`src/rtl/maxpool_ctrl_if.sv`:
```
// Bundle of the maxpool_ctrl control, SRAM-read and result-write signals.
// master: the pooling sequencer; slave: register block, arbiter and SRAM side.
interface maxpool_ctrl_if #(
   parameter int unsigned ADDR_W = 12,
   parameter int unsigned DIM_W  = 8
);
   logic              start;
   logic [ADDR_W-1:0] in_base;
   logic [ADDR_W-1:0] out_base;
   logic [DIM_W-1:0]  map_w;
   logic [DIM_W-1:0]  map_h;
   logic              rd_req;
   logic              rd_gnt;
   logic [ADDR_W-1:0] rd_addr;
   logic [7:0]        rd_data;
   logic              wr_en;
   logic [ADDR_W-1:0] wr_addr;
   logic [7:0]        wr_data;
   logic              busy;
   logic              done;

   modport master (
      input  start, in_base, out_base, map_w, map_h, rd_gnt, rd_data,
      output rd_req, rd_addr, wr_en, wr_addr, wr_data, busy, done
   );

   modport slave (
      output start, in_base, out_base, map_w, map_h, rd_gnt, rd_data,
      input  rd_req, rd_addr, wr_en, wr_addr, wr_data, busy, done
   );
endinterface

```
`src/rtl/maxpool_ctrl.sv`:
```
// 2x2 max-pooling sequencer over a shared byte SRAM, one result byte per window.
// Optional macro MAXPOOL_RELU_EN: results with bit 7 set are written as 0x00.
module maxpool_ctrl #(
   parameter int unsigned ADDR_W = 12,
   parameter int unsigned DIM_W  = 8
) (
   input logic           clk,
   input logic           RSTn,
   maxpool_ctrl_if.master bus
);
   localparam logic [2:0] StIdle = 3'd0;
   localparam logic [2:0] StRd0  = 3'd1;
   localparam logic [2:0] StRd1  = 3'd2;
   localparam logic [2:0] StRd2  = 3'd3;
   localparam logic [2:0] StRd3  = 3'd4;
   localparam logic [2:0] StCap  = 3'd5;
   localparam logic [2:0] StWr   = 3'd6;
   localparam logic [2:0] StFin  = 3'd7;

   localparam int unsigned OffW = (2 * DIM_W > ADDR_W) ? 2 * DIM_W : ADDR_W;

   logic [2:0]        state_q, state_d;
   logic [ADDR_W-1:0] in_base_q, in_base_d;
   logic [ADDR_W-1:0] out_base_q, out_base_d;
   logic [ADDR_W-1:0] k_q, k_d;
   logic [DIM_W-1:0]  map_w_q, map_w_d;
   logic [DIM_W-1:0]  map_h_q, map_h_d;
   logic [DIM_W-1:0]  r_q, r_d;
   logic [DIM_W-1:0]  c_q, c_d;
   logic [7:0]        d00_q, d01_q, d10_q, d11_q;
   logic              issue_q;
   logic [1:0]        issue_idx_q;

   logic              rd_req;
   logic              issue;
   logic [1:0]        rd_idx;
   logic [OffW-1:0]   offs;
   logic [DIM_W:0]    c_nxt, r_nxt;
   logic [7:0]        m0, m1, max4, result;

   // rd_idx bit 0 selects the right column, bit 1 the lower row of the window
   always_comb begin
      rd_req = 1'b0;
      rd_idx = 2'd0;
      case (state_q)
         StRd0: begin rd_req = 1'b1; rd_idx = 2'd0; end
         StRd1: begin rd_req = 1'b1; rd_idx = 2'd1; end
         StRd2: begin rd_req = 1'b1; rd_idx = 2'd2; end
         StRd3: begin rd_req = 1'b1; rd_idx = 2'd3; end
         default: ;
      endcase
   end

   assign issue = rd_req & bus.rd_gnt;
   assign offs  = (OffW'(r_q) + OffW'(rd_idx[1])) * OffW'(map_w_q)
                + OffW'(c_q) + OffW'(rd_idx[0]);

   // MaxOf4: row pairs compared on the low 7 bits, then a full 8-bit compare
   assign m0   = (d00_q[6:0] > d01_q[6:0]) ? d00_q : d01_q;
   assign m1   = (d10_q[6:0] > d11_q[6:0]) ? d10_q : d11_q;
   assign max4 = (m0 > m1) ? m0 : m1;

`ifdef MAXPOOL_RELU_EN
   assign result = max4[7] ? 8'h00 : max4;
`else
   assign result = max4;
`endif

   assign bus.rd_req  = rd_req;
   assign bus.rd_addr = rd_req ? (in_base_q + offs[ADDR_W-1:0]) : '0;
   assign bus.wr_en   = (state_q == StWr);
   assign bus.wr_addr = (state_q == StWr) ? (out_base_q + k_q) : '0;
   assign bus.wr_data = (state_q == StWr) ? result : 8'h00;
   assign bus.busy    = (state_q != StIdle) && (state_q != StFin);
   assign bus.done    = (state_q == StFin);

   assign c_nxt = {1'b0, c_q} + (DIM_W+1)'(2);
   assign r_nxt = {1'b0, r_q} + (DIM_W+1)'(2);

   always_comb begin
      state_d    = state_q;
      in_base_d  = in_base_q;
      out_base_d = out_base_q;
      map_w_d    = map_w_q;
      map_h_d    = map_h_q;
      r_d        = r_q;
      c_d        = c_q;
      k_d        = k_q;
      case (state_q)
         StIdle: begin
            if (bus.start) begin
               in_base_d  = bus.in_base;
               out_base_d = bus.out_base;
               map_w_d    = bus.map_w;
               map_h_d    = bus.map_h;
               r_d        = '0;
               c_d        = '0;
               k_d        = '0;
               if (bus.map_w[DIM_W-1:1] == '0 || bus.map_h[DIM_W-1:1] == '0) begin
                  state_d = StFin;
               end else begin
                  state_d = StRd0;
               end
            end
         end
         StRd0: if (issue) state_d = StRd1;
         StRd1: if (issue) state_d = StRd2;
         StRd2: if (issue) state_d = StRd3;
         StRd3: if (issue) state_d = StCap;
         StCap: if (issue_q) state_d = StWr;
         StWr: begin
            k_d = k_q + ADDR_W'(1);
            if (c_nxt + (DIM_W+1)'(1) >= {1'b0, map_w_q}) begin
               c_d = '0;
               r_d = r_nxt[DIM_W-1:0];
               if (r_nxt + (DIM_W+1)'(1) >= {1'b0, map_h_q}) begin
                  state_d = StFin;
               end else begin
                  state_d = StRd0;
               end
            end else begin
               c_d     = c_nxt[DIM_W-1:0];
               state_d = StRd0;
            end
         end
         StFin:   state_d = StIdle;
         default: state_d = StIdle;
      endcase
   end

   always_ff @(posedge clk or negedge RSTn) begin
      if (!RSTn) begin
         state_q     <= StIdle;
         in_base_q   <= '0;
         out_base_q  <= '0;
         map_w_q     <= '0;
         map_h_q     <= '0;
         r_q         <= '0;
         c_q         <= '0;
         k_q         <= '0;
         issue_q     <= 1'b0;
         issue_idx_q <= 2'd0;
      end else begin
         state_q     <= state_d;
         in_base_q   <= in_base_d;
         out_base_q  <= out_base_d;
         map_w_q     <= map_w_d;
         map_h_q     <= map_h_d;
         r_q         <= r_d;
         c_q         <= c_d;
         k_q         <= k_d;
         issue_q     <= issue;
         issue_idx_q <= rd_idx;
      end
   end

   // Read data arrives one cycle after issue; the registered index steers it
   always_ff @(posedge clk or negedge RSTn) begin
      if (!RSTn) begin
         d00_q <= 8'h00;
         d01_q <= 8'h00;
         d10_q <= 8'h00;
         d11_q <= 8'h00;
      end else if (issue_q) begin
         case (issue_idx_q)
            2'd0:    d00_q <= bus.rd_data;
            2'd1:    d01_q <= bus.rd_data;
            2'd2:    d10_q <= bus.rd_data;
            default: d11_q <= bus.rd_data;
         endcase
      end
   end
endmodule

```
`src/flat_wrapper.sv`:
```
// flat-port wrapper written by rule: the top's interface ports become plain ports
module maxpool_ctrl_flat 
#(
   parameter int unsigned ADDR_W = 12,
   parameter int unsigned DIM_W  = 8
)
  (clk, RSTn, bus_start, bus_in_base, bus_out_base, bus_map_w, bus_map_h, bus_rd_gnt, bus_rd_data, bus_rd_req, bus_rd_addr, bus_wr_en, bus_wr_addr, bus_wr_data, bus_busy, bus_done);
  maxpool_ctrl_if #(.ADDR_W(ADDR_W), .DIM_W(DIM_W)) bus_i ();
  input logic clk;
  input logic RSTn;
  input wire logic [$bits(bus_i.start)-1:0] bus_start;
  input wire logic [$bits(bus_i.in_base)-1:0] bus_in_base;
  input wire logic [$bits(bus_i.out_base)-1:0] bus_out_base;
  input wire logic [$bits(bus_i.map_w)-1:0] bus_map_w;
  input wire logic [$bits(bus_i.map_h)-1:0] bus_map_h;
  input wire logic [$bits(bus_i.rd_gnt)-1:0] bus_rd_gnt;
  input wire logic [$bits(bus_i.rd_data)-1:0] bus_rd_data;
  output wire logic [$bits(bus_i.rd_req)-1:0] bus_rd_req;
  output wire logic [$bits(bus_i.rd_addr)-1:0] bus_rd_addr;
  output wire logic [$bits(bus_i.wr_en)-1:0] bus_wr_en;
  output wire logic [$bits(bus_i.wr_addr)-1:0] bus_wr_addr;
  output wire logic [$bits(bus_i.wr_data)-1:0] bus_wr_data;
  output wire logic [$bits(bus_i.busy)-1:0] bus_busy;
  output wire logic [$bits(bus_i.done)-1:0] bus_done;
  assign bus_i.start = bus_start;
  assign bus_i.in_base = bus_in_base;
  assign bus_i.out_base = bus_out_base;
  assign bus_i.map_w = bus_map_w;
  assign bus_i.map_h = bus_map_h;
  assign bus_i.rd_gnt = bus_rd_gnt;
  assign bus_i.rd_data = bus_rd_data;
  assign bus_rd_req = bus_i.rd_req;
  assign bus_rd_addr = bus_i.rd_addr;
  assign bus_wr_en = bus_i.wr_en;
  assign bus_wr_addr = bus_i.wr_addr;
  assign bus_wr_data = bus_i.wr_data;
  assign bus_busy = bus_i.busy;
  assign bus_done = bus_i.done;
  maxpool_ctrl #(.ADDR_W(ADDR_W), .DIM_W(DIM_W)) u_core (.clk(clk), .RSTn(RSTn), .bus(bus_i));
endmodule
```
`config.mk`:
```
export PLATFORM = sky130hd
export DESIGN_NAME = maxpool_ctrl_flat
export DESIGN_NICKNAME = d
export VERILOG_FILES = /design/src/rtl/maxpool_ctrl_if.sv /design/src/rtl/maxpool_ctrl.sv /design/src/flat_wrapper.sv
export SDC_FILE = /design/constraint.sdc
export NUM_CORES = 1
export LEC_CHECK = 0
export BUFFER_PORTS_ARGS = -buffer_cell sky130_fd_sc_hd__buf_2
export CAP_MARGIN = 20
export CORE_MARGIN = 10
export CORE_UTILIZATION = 45
export CTS_CLUSTER_DIAMETER = 200
export DETAILED_ROUTE_END_ITERATION = 8
export PLACE_DENSITY = 0.7
export SLEW_MARGIN = 20
export SYNTH_ARGS = -nofsm -noshare
export SYNTH_HDL_FRONTEND = slang
export SYNTH_SLANG_ARGS = --single-unit
```
`constraint.sdc`:
```
create_clock -name clk -period 8.1 [get_ports clk]
set_clock_uncertainty 0.2 [all_clocks]
set_input_delay 2.43 -clock clk [delete_from_list [all_inputs] [get_ports clk]]
set_output_delay 2.43 -clock clk [all_outputs]
set_load 0.02 [all_outputs]
```
==> key figures <==
Outcome
  – Outcome: complete, no violations

Drt
  – Post-route ant nets: 0
  – DR iter-0 viols: 284
  – Routed wire per std cell: 15.6 um
  – Post-route DRC: 0
  – DR vias: 6514
  – Via density: 5.25
  – DRT Wirelength: 19300 um
  – TritonRoute pass-1 iters: 5

Worst setup path
  – Kind of critical path: flip-flop to output port
  – Max incr delay on CP: 0.53 ns
  – Crit path launch type: flip-flop
  – Reg2reg path depth: 10
  – Required time worst endpoint: 5.47 ns
  – Critical-path cell list: xor2_2 > buf_4 > and2_1 > fa_2 > fa_1 > inv_1 > fa_1 > inv_1 > fa_1 > inv_1 > fa_1 > inv_1 > ha_4 > o21a_1 > o21ai_2 > a21oi_2 > o41ai_2 > xor2_1 > nor2_1 > buf_4
  – Peak fanout along the critical path: 6
  – CP max stage cell: fa_1
  – Critical Path AT: 5.29 ns
  – CP endpoint kind: output port

Floorplanning
  – Core outline area: 18100 um2
  – Starting Density: 0.464
  – Row count: 49
  – Die height: 157 um
  – Die ar.: 24600 um2
  – DIE WIDTH: 157 um
  – I/O pin count: 88

Logic synthesis
  – Synth Area in Adders: 0.242
  – Synth Instances: 923
  – Top FF cell, synth: dfrtp_1
  – Compound-Gate Fraction of Synth Area: 0.108
  – Number of enable flip-flop cells after synthesis: 0
  – Synth Area in XOR/XNOR: 0.0452
  – Post-Synth Simple-Gate Area: 0.167
  – Register bit total from synthesis: 103
  – Mean post-synth cell area: 9.11 um2
  – Seq/Total Area, Yosys: 0.306
  – Synthesized cell area: 8410 um2
  – Largest family of logic cells by synthesized area: adder cells
  – Post-synth cell types: 61
  – Net count after synthesis: 1108
  – Post-synth ARST share: 1.00
  – Multiplexer share of the synthesized area: 0.0637
  – Synth warn: 0

Layout
  – Final core utilization: 0.528
  – Post-layout net count: 1191
  – Fillers: 1706
  – Final non-filler cell total: 1241
  – Multi-input combinational cell area: 5390 um2
  – Commonest non-fill, non-tap cells in the layout: nand2_1 (138), inv_1 (117), dfrtp_1 (98)
  – Sequential Area: 2580 um2
  – Most common cell after layout, fill and taps aside: nand2_1
  – Area Overhead vs Synth: 13.8%
  – Share of layout cells above drive strength 1: 0.180

Place
  – Placed insts: 1223
  – Port bufs: 86
  – RD Place Congestion: 0.859
  – Post-DP HPWL: 15000 um

Clocking
  – H-tree Lvls: 3
  – Worst skew pair latency: 0.35 ns
  – CTS root buf: clkbuf_16
  – Clock slew at reported path FFs: 0.07 ns
  – Clk sink count: 103
  – Num CTS Buffers: 9
  – Clk buf depth: 2
  – TritonCTS clock tree: built
  – Hold-fix buffers, CTS: 0

Timing
  – Fin. max-slew vios: 0
  – Worst Tran Pin Value: 1.11 ns
  – Max-slew headroom: 0.260
  – Peak Freq: 0.126 GHz
  – Setup violators final: 0
  – Endpoints failing hold: 0
  – Fin crit period: 7.92 ns
  – Final worst path period share: 0.978

Global route
  – GR Overflow Total: 0
  – Vias in the first global route: 6700
  – Total GRT Usage: 0.163
  – Initial antenna violation count: 0
  – Global-route wire length before repair: 32900 um
  – Largest net degree at the start of global routing: 76

Run
  – Number of max-cap violations: 0

Min path
  – Worst hold path type: flip-flop to flip-flop
  – Hold path depth: 2
[per-layer routing]
metal	global-route usage	vias to the layer above	routed length (um)
met4	0.0445	0	257
met3	0.0293	19	824
met1	0.216	3153	9020
met2	0.269	120	9200
li1	-	3222	-
met5	0	-	0
[final cells by class]
type	count	area share
multi-input cells	672	0.563
flip-flops and latches	103	0.270
repair buffers	102	0.0583
inverters	118	0.0463
well taps	229	0.0299
clock buffers	10	0.0250
clock inverters	6	0.00719
diodes	1	0.000261
[path summary, 6_finish.rpt]
kind | start | endpoint | slack (ns)
setup / recovery | u_core.r_q[2] | bus_rd_addr[11] | 0.18
setup reg to reg | u_core.c_q[2] | u_core.state_q[1] | 4.76
hold reg to reg | u_core.out_base_q[3] | u_core.out_base_q[3] | 0.29
max in group asynchronous | RSTn | u_core.in_base_q[7] | 4.62
hold / removal | u_core.out_base_q[3] | u_core.out_base_q[3] | 0.29
min in group asynchronous | RSTn | u_core.out_base_q[9] | 1.79
[through the flow]
stage | setup WS, ns | instance area [um2] | setup TNS (ns) | hold WS, ns
CTS | 0.0183 | 9470 | 0 | 0.289
finish | 0.176 | 9570 | 0 | 0.290
global placement | 0.246 | 9130 | 0 | 0.266
floorplan | 0.138 | 8410 | 0 | 0.250
global route | -0.0257 | 9570 | -0.0300 | 0.320
detailed placement | 0.255 | 9130 | 0 | 0.272
[critical path: cells and delay by family, from the launching register on]
| family | cells | cell delay, ns |
|---|---|---|
| buf+inv | 6 | 0.58 |
| simple gates | 2 | 0.23 |
| fa+ha+maj | 6 | 2.65 |
| flops | 1 | 0.41 |
| xor+xnor | 2 | 0.38 |
| compound gates | 4 | 0.69 |
[flip-flops by register name (all words and copies together), names as in the netlist, 2 cells and up]
register            count
u_core.c_q              7
u_core.d01_q            8
u_core.d11_q            8
u_core.state_q          3
u_core.d10_q            8
u_core.k_q             12
u_core.in_base_q       12
u_core.map_h_q          7
u_core.out_base_q      12
u_core.issue_idx_q      2
u_core.d00_q            8
u_core.r_q              7
u_core.map_w_q          8
[cells in the mapped netlist (all sizes together) (4+ instances only)]
| master | n | share of area |
|---|---|---|
| ha | 83 | 0.12 |
| mux2 | 33 | 0.045 |
| nor3 | 18 | 0.011 |
| nand4 | 7 | 0.0052 |
| xor2 | 16 | 0.018 |
| or3 | 8 | 0.0059 |
| o21ai | 60 | 0.036 |
| fa | 50 | 0.12 |
| and2 | 24 | 0.018 |
| o21a | 9 | 0.0080 |
| xnor2 | 24 | 0.025 |
| clkbuf | 22 | 0.0098 |
| nor2 | 50 | 0.022 |
| nand2 | 139 | 0.062 |
| nand2b | 13 | 0.0097 |
| nand3 | 21 | 0.013 |
| mux2i | 16 | 0.019 |
| a22o | 5 | 0.0052 |
| o22ai | 6 | 0.0045 |
| a21oi | 30 | 0.018 |
| dfrtp | 103 | 0.31 |
| a21o | 9 | 0.0080 |
| o31ai | 4 | 0.0052 |
| inv | 118 | 0.053 |
| nor2b | 6 | 0.0054 |
| buf | 8 | 0.0049 |
[repair_timing]
item,4_1_cts,5_1_grt
setup endpoints to repair,2,4
gates cloned,0,0
resized for setup,6,23
pin swaps,2,6
buffers inserted,0,1
endpoints found under the hold margin,0,0
[kinds of logic (layout without fill, tap and decap cells)]
group / Yosys count / in the layout
AO/OA/AOI/OAI: 146 / 146
other: 1 / 2
XOR/XNOR: 41 / 41
flip-flops: 103 / 103
AND/OR/NAND/NOR: 302 / 302
buffers and inverters: 148 / 236
adder cells (fa/ha/maj): 133 / 133
multiplexers: 49 / 49
Power is left out: the tool's default activity adds up to more than one toggle a clock period on the data nets, which glitch-free logic cannot reach.
